$ cat config.mk
export PLATFORM = sky130hd
export DESIGN_NAME = lb_window_gen
export DESIGN_NICKNAME = d
export VERILOG_FILES = /design/src/rtl/lb_window_gen.sv
export SDC_FILE = /design/constraint.sdc
export NUM_CORES = 1
export LEC_CHECK = 0
export ABC_AREA = 1
export BUFFER_PORTS_ARGS = -buffer_cell sky130_fd_sc_hd__buf_2
export CORE_ASPECT_RATIO = 1.75
export CORE_MARGIN = 2
export CORE_UTILIZATION = 55
export CTS_CLUSTER_SIZE = 30
export DETAILED_ROUTE_END_ITERATION = 6
export GPL_TIMING_DRIVEN = 0
export PLACE_DENSITY = 0.9
export SLEW_MARGIN = 20
export SYNTH_ARGS = -nofsm -noshare
export SYNTH_HDL_FRONTEND = slang
export SYNTH_SLANG_ARGS = --single-unit
$ cat constraint.sdc
create_clock -name clk_in -period 3.13 [get_ports clk_in]
set_clock_uncertainty 0.15 [all_clocks]
set_input_delay 0.626 -clock clk_in [delete_from_list [all_inputs] [get_ports clk_in]]
set_output_delay 0.626 -clock clk_in [all_outputs]
set_load 0.02 [all_outputs]
$ cat src/rtl/lb_window_gen.sv
// 2-row x 3-column stencil window generator pairing the live pixel stream with the
// one-line-delayed stream from the line buffer; registered window output with valid strobe.
module lb_window_gen #(
  parameter int DATA_WIDTH = 16,
  parameter int IMG_WIDTH  = 64
) (
  input  logic                  clk_in,
  input  logic                  reset,
  input  logic                  clk_en,
  input  logic                  flush,
  input  logic                  config_en,
  input  logic [31:0]           config_addr,
  input  logic [31:0]           config_data,
  output logic [31:0]           read_data,
  input  logic [DATA_WIDTH-1:0] cur_in,
  input  logic                  cur_valid,
  input  logic [DATA_WIDTH-1:0] lb_in,
  input  logic                  lb_valid,
  output logic [DATA_WIDTH-1:0] win_top0,
  output logic [DATA_WIDTH-1:0] win_top1,
  output logic [DATA_WIDTH-1:0] win_top2,
  output logic [DATA_WIDTH-1:0] win_bot0,
  output logic [DATA_WIDTH-1:0] win_bot1,
  output logic [DATA_WIDTH-1:0] win_bot2,
  output logic                  win_valid,
  output logic [15:0]           win_col,
  output logic                  err_sticky
);

  localparam logic [15:0] MAX_W = 16'(IMG_WIDTH);
  localparam logic [15:0] MIN_W = 16'd3;

  logic [15:0]           line_width_q, line_width_d;
  logic [15:0]           col_cnt_q, col_cnt_d;
  logic                  primed_q, primed_d;
  logic                  win_valid_q, win_valid_d;
  logic                  err_q, err_d;
  logic [15:0]           win_col_q, win_col_d;
  logic [DATA_WIDTH-1:0] top_q [3];
  logic [DATA_WIDTH-1:0] top_d [3];
  logic [DATA_WIDTH-1:0] bot_q [3];
  logic [DATA_WIDTH-1:0] bot_d [3];
  logic [DATA_WIDTH-1:0] wtop_q [3];
  logic [DATA_WIDTH-1:0] wtop_d [3];
  logic [DATA_WIDTH-1:0] wbot_q [3];
  logic [DATA_WIDTH-1:0] wbot_d [3];

  logic        cfg_wr;
  logic        clr;
  logic        accept;
  logic        primed_now;
  logic        at_line_end;
  logic        emit;
  logic [15:0] cfg_width;

  always_comb begin
    cfg_wr      = clk_en & config_en & (config_addr[7:0] == 8'd0);
    clr         = clk_en & (flush | cfg_wr);
    accept      = clk_en & cur_valid & ~flush & ~cfg_wr;
    primed_now  = primed_q | lb_valid;
    at_line_end = (col_cnt_q >= (line_width_q - 16'd1));
    emit        = accept & primed_now & (col_cnt_q >= 16'd2);
    if (config_data[15:0] < MIN_W) begin
      cfg_width = MIN_W;
    end else if (config_data[15:0] > MAX_W) begin
      cfg_width = MAX_W;
    end else begin
      cfg_width = config_data[15:0];
    end
  end

  always_comb begin
    line_width_d = line_width_q;
    col_cnt_d    = col_cnt_q;
    primed_d     = primed_q;
    win_valid_d  = win_valid_q;
    err_d        = err_q;
    win_col_d    = win_col_q;
    top_d        = top_q;
    bot_d        = bot_q;
    wtop_d       = wtop_q;
    wbot_d       = wbot_q;

    if (clk_en) begin
      win_valid_d = 1'b0;
      if (cfg_wr) begin
        line_width_d = cfg_width;
      end
      if (clr) begin
        col_cnt_d = '0;
        primed_d  = 1'b0;
        err_d     = 1'b0;
        top_d     = '{default: '0};
        bot_d     = '{default: '0};
      end else begin
        if (accept) begin
          top_d[0]  = top_q[1];
          top_d[1]  = top_q[2];
          top_d[2]  = lb_valid ? lb_in : '0;
          bot_d[0]  = bot_q[1];
          bot_d[1]  = bot_q[2];
          bot_d[2]  = cur_in;
          col_cnt_d = at_line_end ? '0 : col_cnt_q + 16'd1;
          primed_d  = primed_now;
        end
        // Output window registers load only on emit so data holds between strobes.
        if (emit) begin
          win_valid_d = 1'b1;
          win_col_d   = col_cnt_q;
          wtop_d      = top_d;
          wbot_d      = bot_d;
        end
        if ((lb_valid & ~cur_valid) | (accept & ~lb_valid & primed_q)) begin
          err_d = 1'b1;
        end
      end
    end
  end

  always_ff @(posedge clk_in or negedge reset) begin
    if (!reset) begin
      line_width_q <= MAX_W;
      col_cnt_q    <= '0;
      primed_q     <= 1'b0;
      win_valid_q  <= 1'b0;
      err_q        <= 1'b0;
      win_col_q    <= '0;
      top_q        <= '{default: '0};
      bot_q        <= '{default: '0};
      wtop_q       <= '{default: '0};
      wbot_q       <= '{default: '0};
    end else begin
      line_width_q <= line_width_d;
      col_cnt_q    <= col_cnt_d;
      primed_q     <= primed_d;
      win_valid_q  <= win_valid_d;
      err_q        <= err_d;
      win_col_q    <= win_col_d;
      top_q        <= top_d;
      bot_q        <= bot_d;
      wtop_q       <= wtop_d;
      wbot_q       <= wbot_d;
    end
  end

  // Masking by clk_en keeps a held window from being seen twice across a freeze.
  assign win_valid  = win_valid_q & clk_en;
  assign read_data  = {16'b0, line_width_q};
  assign win_top0   = wtop_q[0];
  assign win_top1   = wtop_q[1];
  assign win_top2   = wtop_q[2];
  assign win_bot0   = wbot_q[0];
  assign win_bot1   = wbot_q[1];
  assign win_bot2   = wbot_q[2];
  assign win_col    = win_col_q;
  assign err_sticky = err_q;

endmodule

# Yosys cells after proc, flatten, opt, wreduce, memory -nomap -nowiden
# Index checks and enable logic that the tools add are counted.
[classes]
reduce_logical = 7
addsub = 2
n_mux = 16
n_bitwise = 20
n_lt_le_gt_ge = 4
[ops]
columns = ["op", "count"]
rows = [
  ["$mux 48", 4],
  ["$mux 16", 6],
  ["$add 16x1->16 const B", 1],
  ["$ge 16x16->1", 1],
  ["$ge 16x2->1 const B", 1],
  ["$gt 16x7->1 const B", 1],
  ["$lt 16x2->1 const B", 1],
  ["$sub 16x1->16 const B", 1],
  ["$and 1x1->1", 12],
  ["$logic_not 8->1", 1],
  ["$mux 1", 6],
  ["$reduce_and 2->1", 3],
  ["$not 1->1", 5],
  ["$reduce_bool 2->1", 2],
  ["$or 1x1->1", 3],
  ["$reduce_and 3->1", 1],
]
[totals]
inputBits = 103
regBits = 243

# Depth between registers and ports, before layout
[logic_depth]
depth_word = 9
ltp_mapped = 17

# Worst setup path before layout
# No wires, ideal clock.
[synth_path]
kind = "flip-flop to flip-flop"
from = "register line_width_q[2]"
to = "register col_cnt_q[13]"
arrival_time_ns = 2.532
stages_incl_launch_ff = 17
slack_ns = 0.382
n_path_buf = 1
required_time_ns = 2.915
setup_time_ns = 0.065
cell_sequence = "dfrtp_1 nor2_1 nand2_1 nor2_1 nand3_1 nor2_1 nand2_1 xor2_1 ha_1 nand2_1 inv_1 o21bai_1 nand3_1 nor2_2 buf_2 nand3_1 nand2_1"
[synth_via]
elab_chain_len = 5
[synth_lines]
columns = ["element", "line_no", "rtl"]
rows = [
  ["from (decl)", "33", "logic [15:0] line_width_q, line_width_d;"],
  ["from (signal assigned)", "133", "line_width_q <= line_width_d;"],
  ["$sub 16x1->16", "61", "at_line_end = (col_cnt_q >= (line_width_q - 16'd1));"],
  ["$ge 16x16->1", "61", ""],
  ["$mux 16", "103", "col_cnt_d = at_line_end ? '0 : col_cnt_q + 16'd1;"],
  ["$mux 16", "96", "if (accept) begin"],
  ["$mux 16", "89", "if (clr) begin"],
  ["to (signal assigned)", "134", "col_cnt_q <= col_cnt_d;"],
  ["to (decl)", "34", "logic [15:0] col_cnt_q, col_cnt_d;"],
]
# No other way between the ends. The select of a mux whose other input is x is not followed.
# A chain may end at the register's enable or synchronous reset.

# Worst setup path in the final report
[layout_path]
from = "register line_width_q[0]"
to = "register col_cnt_q[10]"
# The elaborated chain is that of the path after synthesis.

==> qor_table.md <==
| Step | Result | Reported |
|---|---|---|
| status | Status | completed |
| critical path | Max stage delay cell, worst path | sky130_fd_sc_hd__dfrtp_1 |
| sta | Worst Max-Slew Pin Slew | 547 ps |
| placement | Estimated wirelength of the detail-placed design | 21.8 mm |
| synthesis | Synth Area in XOR/XNOR | 0.0189 |
| critical path | Most common cell on crit path | sky130_fd_sc_hd__nand2_1 |
| placement | Number of buffer cells added on primary ports | 191 |
| synthesis | Most frequently used flop master after synthesis | sky130_fd_sc_hd__dfrtp_1 |
| global routing | Maximum number of pins on one net before global-route repair | 106 |
| synthesis | Netlist area before placement | 0.0111 mm^2 |
| layout | Share of layout cells above drive strength 1 | 0.191 |
| synthesis | Count of flip-flops with a built-in enable after synthesis | 0 |
| route | Number of routed nets with antenna violations | 0 |
| synthesis | Average footprint of a synthesized cell | 7.98 um^2 |
| synthesis | Synth Area in Simple Gates | 0.300 |
| floorplan | Effective utilization at floorplan | 0.562 |
| synthesis | Number of distinct standard cells referenced by the synthesized netlist | 32 |
| sta | Slew Viols, Final | 0 |
| power and ir drop | Power density normalized to cell area | 515 mW/mm^2 |
| floorplan | Chip Height | 192 um |
| clock tree | Maximum count of clock buffers along a single path | 3 |
| floorplan | Floorplan die area | 0.0215 mm^2 |
| clock tree | Clock transition at path regs | 60 ps |
| synthesis | Leading area contributor after synthesis | sky130_fd_sc_hd__dfrtp_1 |
| critical path | Cells along the critical path | inv_1 -> ha_1 -> inv_1 -> nor2_1 -> xor2_1 -> inv_1 -> ha_1 -> nand2_1 -> nor2_1 -> nand2_1 -> nand2_1 -> nor2_1 -> nand2_1 -> nand2_2 -> clkbuf_4 -> nand3b_1 -> nand2_1 |
| synthesis | Fraction of post-synthesis cell area in the top cell type by area | 0.544 |
| critical path | Worst setup path class | reg -> reg |
| clock tree | Source-to-sink clock delay at the later pin of the worst-skew pair | 500 ps |
| synthesis | Synth top area cells | sky130_fd_sc_hd__dfrtp_1 (54%), sky130_fd_sc_hd__nand2_1 (24%), sky130_fd_sc_hd__a21oi_1 (4.1%) |
| clock tree | CTS tree | built |
| critical path | Type of destination of the critical path | flop |
| floorplan | Placeable core region | 0.0198 mm^2 |
| flow run | Max-cap violations | 0 |
| synthesis | Share of synthesized cell area in full adder, half adder and majority cells | 0.0213 |
| synthesis | Synth Area in Compound Gates | 0.0514 |
| synthesis | Post-Synthesis Cells | 1396 |
| floorplan | I/O pin count | 249 |
| global routing | Final global-route overflow total | 0 |
| sta | Fmax achieved | 0.347 GHz |
| sta | Setup violation total in the final timing report | 0 |
| route | Count of routing violations after the opening detailed-route iteration | 603 |
| route | Final wirelength | 29.5 mm |
| layout | Count of fill cells added during filler insertion | 1605 |
| clock tree | Number of CTS-inserted buffers | 22 |
| critical path | Largest stage delay on the critical path | 440 ps |
| synthesis | Post-synthesis register bit count | 243 |
| synthesis | Ranking of synthesized cells by instance count | sky130_fd_sc_hd__nand2_1 (719), sky130_fd_sc_hd__dfrtp_1 (242), sky130_fd_sc_hd__a21oi_1 (91) |
| critical path | Setup crit start kind | flop |
| layout | Area added between synthesis and finish | 19.3% |
| critical path | Maximum fanout count along the critical path | 10 |
| critical path | Signal arrival time at the worst endpoint | 3130 ps |
| sta | Worst rel slew slack | 0.635 |
| placement | DP Worst Slack | -114 ps |
| route | DRC violation count after routing | 0 |
| global routing | Wire length of the first global-routing pass | 47.9 mm |
| layout | Fraction of the core area covered by cells at the end of the flow | 0.671 |
| layout | Number of diodes added for antenna fixing | 0 |
| global routing | Number of global-route vias before repair | 10300 |
| route | Total number of vias | 9953 |
| floorplan | Horizontal die dimension | 112 um |
| synthesis | Post-synthesis mux area share | 0 |
| sta | Final worst setup slack | 248 ps |
| layout | Net count of the finished layout | 1752 |
| synthesis | Fraction of the yosys area taken by sequential cells | 0.546 |
| synthesis | Number of warnings issued by yosys | 0 |
| route | Detailed-route wire length per cell | 15.6 um |
| power and ir drop | Worst VDD drop | 461 uV |
| synthesis | Dominant combinational cell family by area after synthesis | simple AND/OR/NAND/NOR gates |
| sta | Sum of negative setup slack | 0 ps |
| global routing | GR Util All Layers | 0.277 |
| critical path | Endpoint required time on the critical path | 3380 ps |
| sta | Number of failing hold endpoints at the final stage | 0 |
| clock tree | Clk sinks | 243 |
| route | Drt first pass iters | 5 |
| sta | RSZ-0062 raised after global routing | false |
| route | Routed via count divided by cell count | 5.27 |
| clock tree | Buffer type at the clock tree root | sky130_fd_sc_hd__clkbuf_16 |
| synthesis | Share of flip-flops with an asynchronous set or reset | 1.00 |
| synthesis | Most used standard cell by instance count after synthesis | sky130_fd_sc_hd__nand2_1 |
| clock tree | Number of levels in the clock H-tree | 1 |
| sta | Min cycle time layout | 2880 ps |
| worst hold path | Hold Path Class | in -> reg |
| global routing | Number of antenna violations at the first check in global routing | 0 |
| sta | Final period util | 0.921 |
| floorplan | Site row count | 68 |
| placement | Placer congestion estimate | 0.892 |
| power and ir drop | Leakage dissipation | 7.91 nW |
| power and ir drop | Post-layout total power | 6.85 mW |
## report_power, final
group | switching, mW | total, mW | leakage [nW] | internal, mW
combinational | 0.512 | 0.767 | 4.24 | 0.256
clock | 1.16 | 2.70 | 0.357 | 1.54
sequential | 0.0973 | 3.38 | 3.32 | 3.28
total | 1.76 | 6.85 | 7.91 | 5.08
## per-layer routing
metal | global-route usage | vias up | part of all wire
li1 | - | 4746 | -
met1 | 0.287 | 4739 | 0.36
met2 | 0.523 | 345 | 0.53
met3 | 0.0386 | 123 | 0.045
met4 | 0.172 | 0 | 0.063
met5 | 0 | - | 0
## kinds of logic (layout without fill, tap and decap cells)
kind of cell | after synthesis | count (layout)
compound gates | 113 | 113
simple gates | 857 | 857
fa+ha+maj | 19 | 19
other cells | 1 | 16
buf+inv | 139 | 373
xor+xnor | 24 | 24
flops | 243 | 243
## worst max-delay path: cells and delay by family, from the launching register on
kind                       cells  cell delay, ps
and+or+nand+nor               10             970
adders and majority gates      2             530
buffers and inverters          4             520
DFF                            1             440
xor gates and xnor gates       1             160
## timing repair
item	4_1_cts	5_1_grt
pin swaps	0	1
endpoints found under the setup margin	13	13
resized for setup	4	5
endpoints found under the hold margin	35	0
hold buffers	1	0
setup buffers	0	1
## flip-flops by register name (all words and copies together), names as in the netlist
signal / flops
win_top2: 16
win_bot0: 16
top_q: 48
col_cnt_q: 16
win_bot1: 16
bot_q: 48
win_valid_q: 1
win_top1: 16
err_sticky: 1
line_width_q: 16
win_bot2: 16
primed_q: 1
win_col: 16
win_top0: 16
## cells in the final DEF (no fill, tap or decap), types with 16 or more instances in the layout
cell                        synthesis  routed
sky130_fd_sc_hd__nand2_1          719     718
sky130_fd_sc_hd__dfrtp_1          242     242
sky130_fd_sc_hd__buf_2             38     227
sky130_fd_sc_hd__a21oi_1           91      91
sky130_fd_sc_hd__nor2_1            81      79
sky130_fd_sc_hd__inv_1             60      60
sky130_fd_sc_hd__buf_4             31      33
sky130_fd_sc_hd__nand3_1           26      26
sky130_fd_sc_hd__clkbuf_16          0      23
sky130_fd_sc_hd__o21ai_0           19      19
sky130_fd_sc_hd__ha_1              19      19
sky130_fd_sc_hd__xor2_1            17      17
sky130_fd_sc_hd__conb_1             1      16
## final timing paths
kind	to	slack (ps)	cells after the start	startpoint
min in group asynchronous	top_q[10]	440	2	reset
worst min-delay path	line_width_q[3]	190	3	config_data[3]
worst max register to register	col_cnt_q[10]	250	17	line_width_q[0]
worst min register to register	win_col[15]	320	2	win_col[15]
worst max-delay path	col_cnt_q[10]	250	17	line_width_q[0]
max in group asynchronous	line_width_q[12]	1570	3	reset
## metrics by stage
| step | instances | hold slack (ps) | cell area [um^2] |
|---|---|---|---|
| global route | 1890 | 200 | 13300 |
| finish | 1890 | 189 | 13300 |
| global placement | 1847 | 308 | 12500 |
| detailed placement | 1849 | 310 | 12500 |
| CTS | 1889 | 182 | 13300 |
| floorplan | 1411 | 180 | 11200 |
## cell type report
type	count	area (um^2)	area share
Clock buffer	31	656	0.0493
Clock inverter	8	70.1	0.00527
Buffer	78	470	0.0354
Timing Repair Buffer	195	1040	0.0781
Sequential cell	243	6080	0.458
Inverter	61	231	0.0174
Tap cell	245	307	0.0231
Multi-Input combinational cell	1029	4440	0.334
No activity file was read; power rests on OpenSTA's default activity.
